**config.mk**
```make
export PLATFORM = sky130hd
export DESIGN_NAME = text_blink_overlay
export DESIGN_NICKNAME = d
export VERILOG_FILES = /design/src/rtl/text_blink_overlay.sv
export SDC_FILE = /design/constraint.sdc
export NUM_CORES = 1
export LEC_CHECK = 0
export BUFFER_PORTS_ARGS = -buffer_cell sky130_fd_sc_hd__buf_2
export CAP_MARGIN = 0
export CORE_MARGIN = 3
export CORE_UTILIZATION = 35
export CTS_CLUSTER_DIAMETER = 200
export DETAILED_ROUTE_END_ITERATION = 16
export PLACE_DENSITY_LB_ADDON = 0.05
export REMOVE_ABC_BUFFERS = 1
export SETUP_SLACK_MARGIN = 0.1
export SLEW_MARGIN = 20
export SYNTH_ARGS = -nofsm -noshare
export SYNTH_HDL_FRONTEND = slang
export SYNTH_SLANG_ARGS = --single-unit
```
**constraint.sdc**
```tcl
create_clock -name clk -period 0.8 [get_ports clk]
set_input_delay 0.12 -clock clk [delete_from_list [all_inputs] [get_ports clk]]
set_output_delay 0.12 -clock clk [all_outputs]
set_load 0.02 [all_outputs]
```
**src/rtl/text_blink_overlay.sv**
```systemverilog
// Text-mode blink/cursor overlay: 2-cycle fixed latency, one pixel per cycle, never stalls.
// Define CURSOR_BLOCK_EN to honour cursor_block (inverse-video block cursor); otherwise underline only.
module text_blink_overlay #(
  parameter int COLOR_W         = 4,
  parameter int COL_W           = 7,
  parameter int ROW_W           = 5,
  parameter int LINE_W          = 4,
  parameter int UNDERLINE_FIRST = 14
) (
  input  logic               clk,
  input  logic               reset,
  input  logic               blinking,
  input  logic               frame_start,
  input  logic               pix_valid,
  input  logic               pix_on,
  input  logic               pix_blink,
  input  logic [COLOR_W-1:0] pix_fg,
  input  logic [COLOR_W-1:0] pix_bg,
  input  logic [COL_W-1:0]   pix_col,
  input  logic [ROW_W-1:0]   pix_row,
  input  logic [LINE_W-1:0]  pix_line,
  input  logic               cursor_en,
  input  logic [COL_W-1:0]   cursor_col,
  input  logic [ROW_W-1:0]   cursor_row,
  input  logic               cursor_block,
  output logic               out_valid,
  output logic [COLOR_W-1:0] out_color
);

  logic cur_vis;
  logic txt_vis;

  // Phases only move at frame_start so a frame never tears; text toggles on cursor rising phase.
  always_ff @(posedge clk) begin
    if (reset) begin
      cur_vis <= 1'b1;
      txt_vis <= 1'b1;
    end else if (frame_start) begin
      cur_vis <= blinking;
      if (blinking && !cur_vis)
        txt_vis <= ~txt_vis;
    end
  end

  logic glyph;
  logic pos_match;
  logic underline;
  logic in_shape;

  always_comb begin
    glyph     = pix_on & (~pix_blink | txt_vis);
    pos_match = (pix_col == cursor_col) && (pix_row == cursor_row);
    underline = pix_line >= LINE_W'(UNDERLINE_FIRST);
`ifdef CURSOR_BLOCK_EN
    in_shape  = cursor_block | underline;
`else
    in_shape  = underline;
`endif
  end

`ifndef CURSOR_BLOCK_EN
  logic unused_cursor_block;
  assign unused_cursor_block = cursor_block;
`endif

  logic               s1_valid;
  logic               s1_glyph;
  logic               s1_hit;
  logic               s1_block;
  logic [COLOR_W-1:0] s1_fg;
  logic [COLOR_W-1:0] s1_bg;

  always_ff @(posedge clk) begin
    if (reset) begin
      s1_valid <= 1'b0;
      s1_glyph <= 1'b0;
      s1_hit   <= 1'b0;
      s1_block <= 1'b0;
      s1_fg    <= '0;
      s1_bg    <= '0;
    end else begin
      s1_valid <= pix_valid;
      s1_glyph <= glyph;
      s1_hit   <= cursor_en & cur_vis & pos_match & in_shape;
`ifdef CURSOR_BLOCK_EN
      s1_block <= cursor_block;
`else
      s1_block <= 1'b0;
`endif
      s1_fg    <= pix_fg;
      s1_bg    <= pix_bg;
    end
  end

  logic [COLOR_W-1:0] cursor_color;
  logic [COLOR_W-1:0] next_color;

  always_comb begin
    cursor_color = s1_fg;
    if (s1_block)
      cursor_color = s1_glyph ? s1_bg : s1_fg;
    if (!s1_valid)
      next_color = '0;
    else if (s1_hit)
      next_color = cursor_color;
    else if (s1_glyph)
      next_color = s1_fg;
    else
      next_color = s1_bg;
  end

  always_ff @(posedge clk) begin
    if (reset) begin
      out_valid <= 1'b0;
      out_color <= '0;
    end else begin
      out_valid <= s1_valid;
      out_color <= next_color;
    end
  end

endmodule

```
After elaboration in Yosys (flattened, before gate mapping). Index checks and enable logic that the tools add are counted.

$lt $le $gt $ge: 1. Equality and inequality tests: 2. Muxes and demuxes: 2. Bitwise logic cells: 8. Reduce and logical (&&, ||, !) cells: 5.

Operators by type and width (number): $mux W4 (2); $eq A7 B7 Y1 (1); $eq A5 B5 Y1 (1); $and A1 B1 Y1 (4); $ge A4 B4 Y1 const B (1); $not A1 Y1 (3); $logic_and A1 B1 Y1 (2); $reduce_and A2 Y1 (1); $reduce_or A2 Y1 (1); $logic_not A1 Y1 (1); $or A1 B1 Y1 (1).

Register bits: 18. Output and inout bits: 5. Word-level logic and storage cells: 27.

Depth between registers and ports, before layout. Gate-level depths: netlist of the first run.

Word-level depth: 4. Depth in mapped cells: 3.

Worst setup path after synthesis of the first run. No wires, ideal clock.

Kind: reg-to-reg. Start: reg cur_vis. End: reg txt_vis. Library setup time: 0.127 ns. Arrival time: 0.740 ns. Required time: 0.673 ns. Setup slack: -0.067 ns. Cell stages (with the launch flop): 3. Buffers on the path: 0. Cell sequence: dfxtp_1 > o21ai_1 > or3b_1.

Word-level cells in the longest chain between the ends: 3.

RTL lines: start, declared (RTL line 30) `logic cur_vis;`; start signal, assigned (RTL line 39) `cur_vis <= blinking;`; $logic_not A1 Y1 (RTL line 40) `if (blinking && !cur_vis)`; $logic_and A1 B1 Y1 (RTL line 40); $reduce_and A2 Y1 (no source line); end signal, assigned (RTL line 41) `txt_vis <= ~txt_vis;`; end, declared (RTL line 31) `logic txt_vis;`.

No other way between the ends. A chain may end at the register's enable or synchronous reset.

Worst setup path after layout of the first run. Ends and elaborated chain as after synthesis.

==> impl_metrics.env, run 1 <==
export IMPL_num_vias=619
export IMPL_drt_pass1_iter_count=1
export IMPL_mostFrequentLayoutCell="buf_2"
export IMPL_final_cell_mix="buf_2 (42), xnor2_1 (12), dfxtp_1 (10)"
export IMPL_track_usage_pct=12.9
export IMPL_post_drt_wl_per_cell_microns=9.81
export IMPL_cts_buffers=3
export IMPL_synth_area_sq_um=693
export IMPL_grt_pass1_vias=616
export IMPL_syn_inst=69
export IMPL_grt_max_degree=11
export IMPL_setup_viol=6
export IMPL_fin_nets=168
export IMPL_yosysWarningCount=0
export IMPL_largestRegisters="out_color: 4 flops, s1_bg: 4 flops, s1_fg: 4 flops"
export IMPL_fin_area_sq_um=1070
export IMPL_placedCellCount=143
export IMPL_cts_max_level=1
export IMPL_hold_viol=0
export IMPL_die_h_microns=50.5
export IMPL_synth_top_cell_by_area="dfxtp_1"
export IMPL_portBuffers=47
export IMPL_ys_seq_area_share_pct=52.0
export IMPL_drc=0
export IMPL_netlist_area_leader_share_pct=52.0
export IMPL_tightest_slew_ns=0.200
export IMPL_drv_cap=0
export IMPL_drt_iter0_drc=0
export IMPL_ctsHoldBuffers=0
export IMPL_pin_count=50
export IMPL_cts_tree="done"
export IMPL_ir_drop_v=0.00122
export IMPL_fin_skew_ns=0.00272
export IMPL_violations="negative setup slack"
export IMPL_finalMaxSlewViolations=0
export IMPL_ys_types=20
export IMPL_core_sq_um=1800
export IMPL_post_route_period_util_pct=110
export IMPL_critPathCapture="txt_vis"
export IMPL_timing_rr_end="txt_vis"
export IMPL_clk_path_buf_depth=2
export IMPL_synthTopCellsByArea="dfxtp_1 (52%), xnor2_1 (15%), nor2b_1 (8.1%)"
export IMPL_gp_congestion=0.763
export IMPL_finalCoreUtilization_pct=59.4
export IMPL_ctsRootBufferMaster="clkbuf_4"
export IMPL_whs_ns=0.0332
export IMPL_fmax_mhz=1130
export IMPL_core_rowCount=15
export IMPL_place_area_sq_um=977
export IMPL_dp_slack_ns=-0.113
export IMPL_drive_gt1_share_pct=53.3
export IMPL_rrSetupSlack_ns=-0.08
export IMPL_dieArea_sq_um=2550
export IMPL_start_kind="flip-flop"
export IMPL_cts_sinks=18
export IMPL_fillers=185
export IMPL_grt_ovfl_total=0
export IMPL_critPathLaunch="cur_vis"
export IMPL_fin_ws_ns=-0.0812
export IMPL_min_period_ns=0.881
export IMPL_maxSlewHeadroom_pct=86.5
export IMPL_clk_pin_slew_ns=0.10
export IMPL_start_util_pct=38.5
export IMPL_grt_pass1_wl_microns=2440
export IMPL_postCtsSetupBuffers=0
export IMPL_cp_required_ns=0.98
export IMPL_rsz0062_at_grt="yes"
export IMPL_wl_microns=1440
export IMPL_status="finished, violations left"
export IMPL_antenna_cells=0
export IMPL_worstSkewPairLatency_ns=0.29
export IMPL_power_leakage_nw=0.479
export IMPL_instances_no_fill=147
export IMPL_end_kind="flip-flop"
export IMPL_antenna_found_initial=0
export IMPL_drtAntennaViolNets=0
export IMPL_chipWidth_microns=50.5
export IMPL_drt_vias_per_instance=4.21
export IMPL_cp_arrival_ns=1.06
export IMPL_r2r_start="cur_vis"
export IMPL_synth_seq_cells=18
export IMPL_syn2layout_area_growth_pct=54.5
export IMPL_hold_class="in2reg"
export IMPL_syn_avg_cell_area_sq_um=10.0
export IMPL_powerDensity_nw_per_um2=1630
export IMPL_critical_path_class="reg2reg"
export IMPL_rr_worst_depth=2
export IMPL_crit_path_max_fanout=4
## layer usage
| metal | part of all wire, % | vias to the layer above | GRT usage [%] |
|---|---|---|---|
| met2 | 52 | 22 | 22.6 |
| met4 | 0 | 0 | 2.69 |
| met3 | 8.2 | 0 | 6.82 |
| li1 | - | 337 | - |
| met1 | 40 | 260 | 13.6 |
| met5 | 0 | - | 0 |
## timing repair
action                     in CTS  in global routing
pin swaps                       3                  1
setup endpoints to repair      12                 12
gates resized for setup        21                  3
## layout make-up
cell class / instances / area (sq um) / area share [%]
multi-input cells: 49 / 335 / 31.3
clock buffers: 4 / 36.3 / 3.39
repair buffers: 50 / 289 / 27.0
well taps: 25 / 31.3 / 2.92
flip-flops and latches: 18 / 375 / 35.0
inverters: 1 / 3.75 / 0.350
## metrics by stage
stage	setup TNS, ns	total power, W
after floorplan	-0.0674	0.00108
after global placement	-0.316	0.00122
after detailed placement	-0.316	0.00122
after CTS	-0.416	0.00177
after global routing	-0.669	0.00186
final	-0.361	0.00175
## logic make-up after synthesis
family,count (synthesis),share of synthesized area (%)
xor+xnor,12,15.2
compound gates,9,6.50
buf+inv,2,1.26
simple gates,28,25.1
flops,18,52.0
## synth_stat cells
| cell type | count |
|---|---|
| xnor2_1 | 12 |
| nand3_1 | 1 |
| nor2b_1 | 9 |
| o21ai_0 | 4 |
| nor3_1 | 1 |
| nor4_2 | 1 |
| nand2b_1 | 2 |
| buf_2 | 1 |
| o21ai_1 | 1 |
| or3b_1 | 1 |
| nor3b_1 | 1 |
| a21oi_1 | 4 |
| nand2_1 | 5 |
| and4b_1 | 1 |
| inv_1 | 1 |
| and2b_1 | 1 |
| nand3b_1 | 1 |
| nand4_1 | 3 |
| dfxtp_1 | 18 |
| nor2_1 | 1 |
## worst min-delay path by stage
stage	startpoint	endpoint	slack (ns)	cells past startpoint
2_1_floorplan	reset	s1_bg[0]	0.19	1
3_3_place_gp	pix_bg[1]	s1_bg[1]	0.33	2
3_5_place_dp	pix_bg[3]	s1_bg[3]	0.33	2
4_1_cts	pix_bg[3]	s1_bg[3]	0.02	2
5_1_grt	pix_fg[1]	s1_fg[1]	0.01	2
6_report	pix_bg[1]	s1_bg[1]	0.03	2
## critical path, stage by stage (launching register included)
cell     delay, ns
dfxtp_2       0.35
o21ai_1       0.09
or3b_1        0.34
## power by group
group	switching [W]	internal (W)
combinational	0.0000945	0.000164
sequential	0.0000181	0.000931
clock	0.000263	0.000277
total	0.000376	0.00137
Power figures use the tool's default switching activity.
==> run 2: changes to the inputs <==
--- a/config.mk
+++ b/config.mk
@@ -12,6 +12,7 @@
 export CTS_CLUSTER_DIAMETER = 200
 export DETAILED_ROUTE_END_ITERATION = 16
 export PLACE_DENSITY_LB_ADDON = 0.05
+export RECOVER_POWER = 100
 export REMOVE_ABC_BUFFERS = 1
 export SETUP_SLACK_MARGIN = 0.1
 export SLEW_MARGIN = 20
==> run 2 against run 1 <==
  * The run still ends with negative setup slack left
  * First-iteration DRC count is the same
  * Die area is the same
  * Non-clock buffer count is the same
  * Critical path type unchanged
  * Routed wire length shrank 0.21%
  * Largest power group unchanged
  * Sequential share of layout area grew 0.16 points
  * Total power shrank 0.19%
  * Critical path depth is the same
  * Count of clock-buffer cells in the layout is the same
==> impl_metrics.env, run 2 (synthesis gave the netlist of run 1 again) <==
export IMPL_drt_pass1_iter_count=1
export IMPL_grt_max_degree=11
export IMPL_die_h_microns=50.5
export IMPL_num_vias=622
export IMPL_start_kind="flip-flop"
export IMPL_cts_sinks=18
export IMPL_setup_viol=6
export IMPL_antenna_cells=0
export IMPL_portBuffers=47
export IMPL_fin_skew_ns=0.00285
export IMPL_clk_pin_slew_ns=0.10
export IMPL_power_leakage_nw=0.473
export IMPL_gp_congestion=0.763
export IMPL_dp_slack_ns=-0.113
export IMPL_clk_path_buf_depth=2
export IMPL_cts_buffers=3
export IMPL_cts_tree="done"
export IMPL_drt_vias_per_instance=4.23
export IMPL_ir_drop_v=0.00120
export IMPL_rsz0062_at_grt="yes"
export IMPL_drv_cap=0
export IMPL_final_cell_mix="buf_2 (41), xnor2_1 (12), dfxtp_1 (10)"
export IMPL_grt_pass1_vias=616
export IMPL_chipWidth_microns=50.5
export IMPL_drtAntennaViolNets=0
export IMPL_fmax_mhz=1140
export IMPL_min_period_ns=0.881
export IMPL_core_sq_um=1800
export IMPL_finalMaxSlewViolations=0
export IMPL_wl_microns=1440
export IMPL_fin_nets=168
export IMPL_fin_ws_ns=-0.0810
export IMPL_ctsHoldBuffers=0
export IMPL_pin_count=50
export IMPL_cp_required_ns=0.98
export IMPL_mostFrequentLayoutCell="buf_2"
export IMPL_post_route_period_util_pct=110
export IMPL_post_drt_wl_per_cell_microns=9.79
export IMPL_fin_area_sq_um=1070
export IMPL_powerDensity_nw_per_um2=1640
export IMPL_drt_iter0_drc=0
export IMPL_hold_class="in2reg"
export IMPL_fillers=185
export IMPL_cts_max_level=1
export IMPL_worstSkewPairLatency_ns=0.29
export IMPL_crit_path_max_fanout=4
export IMPL_grt_ovfl_total=0
export IMPL_grt_pass1_wl_microns=2440
export IMPL_hold_viol=0
export IMPL_postCtsSetupBuffers=0
export IMPL_maxSlewHeadroom_pct=81.5
export IMPL_start_util_pct=38.5
export IMPL_tightest_slew_ns=0.278
export IMPL_whs_ns=0.0332
export IMPL_largestRegisters="out_color: 4 flops, s1_bg: 4 flops, s1_fg: 4 flops"
export IMPL_syn2layout_area_growth_pct=53.8
export IMPL_antenna_found_initial=0
export IMPL_end_kind="flip-flop"
export IMPL_drive_gt1_share_pct=51.6
export IMPL_cp_arrival_ns=1.06
export IMPL_ctsRootBufferMaster="clkbuf_4"
export IMPL_drc=0
export IMPL_status="finished, violations left"
export IMPL_critical_path_class="reg2reg"
export IMPL_core_rowCount=15
export IMPL_dieArea_sq_um=2550
export IMPL_place_area_sq_um=977
export IMPL_track_usage_pct=12.9
export IMPL_total_power_w=0.00174
export IMPL_violations="negative setup slack"
run 2: cell count changes in the layout (fill, tap and decap cells not counted), sizes merged:
cell	delta
buf	-2
clkbuf	+2
run 2: routing by layer:
| metal | global-route usage (%) | vias up | share of wire, % |
|---|---|---|---|
| li1 | - | 337 | - |
| met1 | 13.6 | 263 | 39 |
| met2 | 22.6 | 22 | 52 |
| met3 | 6.82 | 0 | 8.3 |
| met4 | 2.69 | 0 | 0 |
| met5 | 0 | - | 0 |
run 2: final timing paths:
| kind | start | end | slack, ns | depth (start not counted) |
|---|---|---|---|---|
| setup / recovery | cur_vis | txt_vis | -0.08 | 2 |
| hold / removal | pix_bg[1] | s1_bg[1] | 0.03 | 2 |
| setup reg to reg | cur_vis | txt_vis | -0.08 | 2 |
| hold reg to reg | s1_bg[3] | out_color[3] | 0.44 | 2 |
run 2: cell type report:
type	count	area [sq um]	area share [%]
Clock buffer	4	36.3	3.40
Tap cell	25	31.3	2.93
Sequential cell	18	375	35.2
Timing Repair Buffer	50	284	26.6
Inverter	1	3.75	0.352
Multi-Input combinational cell	49	335	31.5
run 2: worst max-delay path, stage by stage (launching register included):
cell,delay (ns)
dfxtp_2,0.35
o21ai_1,0.09
or3b_1,0.34
run 2: where the power goes:
part / leakage [nW] / switching (W) / internal [W]
combinational: 0.300 / 0.0000944 / 0.000161
clock: 0.0210 / 0.000263 / 0.000277
sequential: 0.152 / 0.0000181 / 0.000931
total: 0.473 / 0.000375 / 0.00137
run 2: what timing repair did:
item,4_1_cts,5_1_grt
gates cloned,0,0
resized for setup,21,3
setup endpoints to repair,12,12
pin swaps,3,1
endpoints found under the hold margin,0,0
run 2: metrics by stage:
step	setup TNS (ns)	utilization, %	cells
after global placement	-0.316	54.2	143
after global routing	-0.669	59.2	147
final	-0.360	59.2	147
after detailed placement	-0.316	54.2	143
after floorplan	-0.0674	-	68
after CTS	-0.416	59.1	147
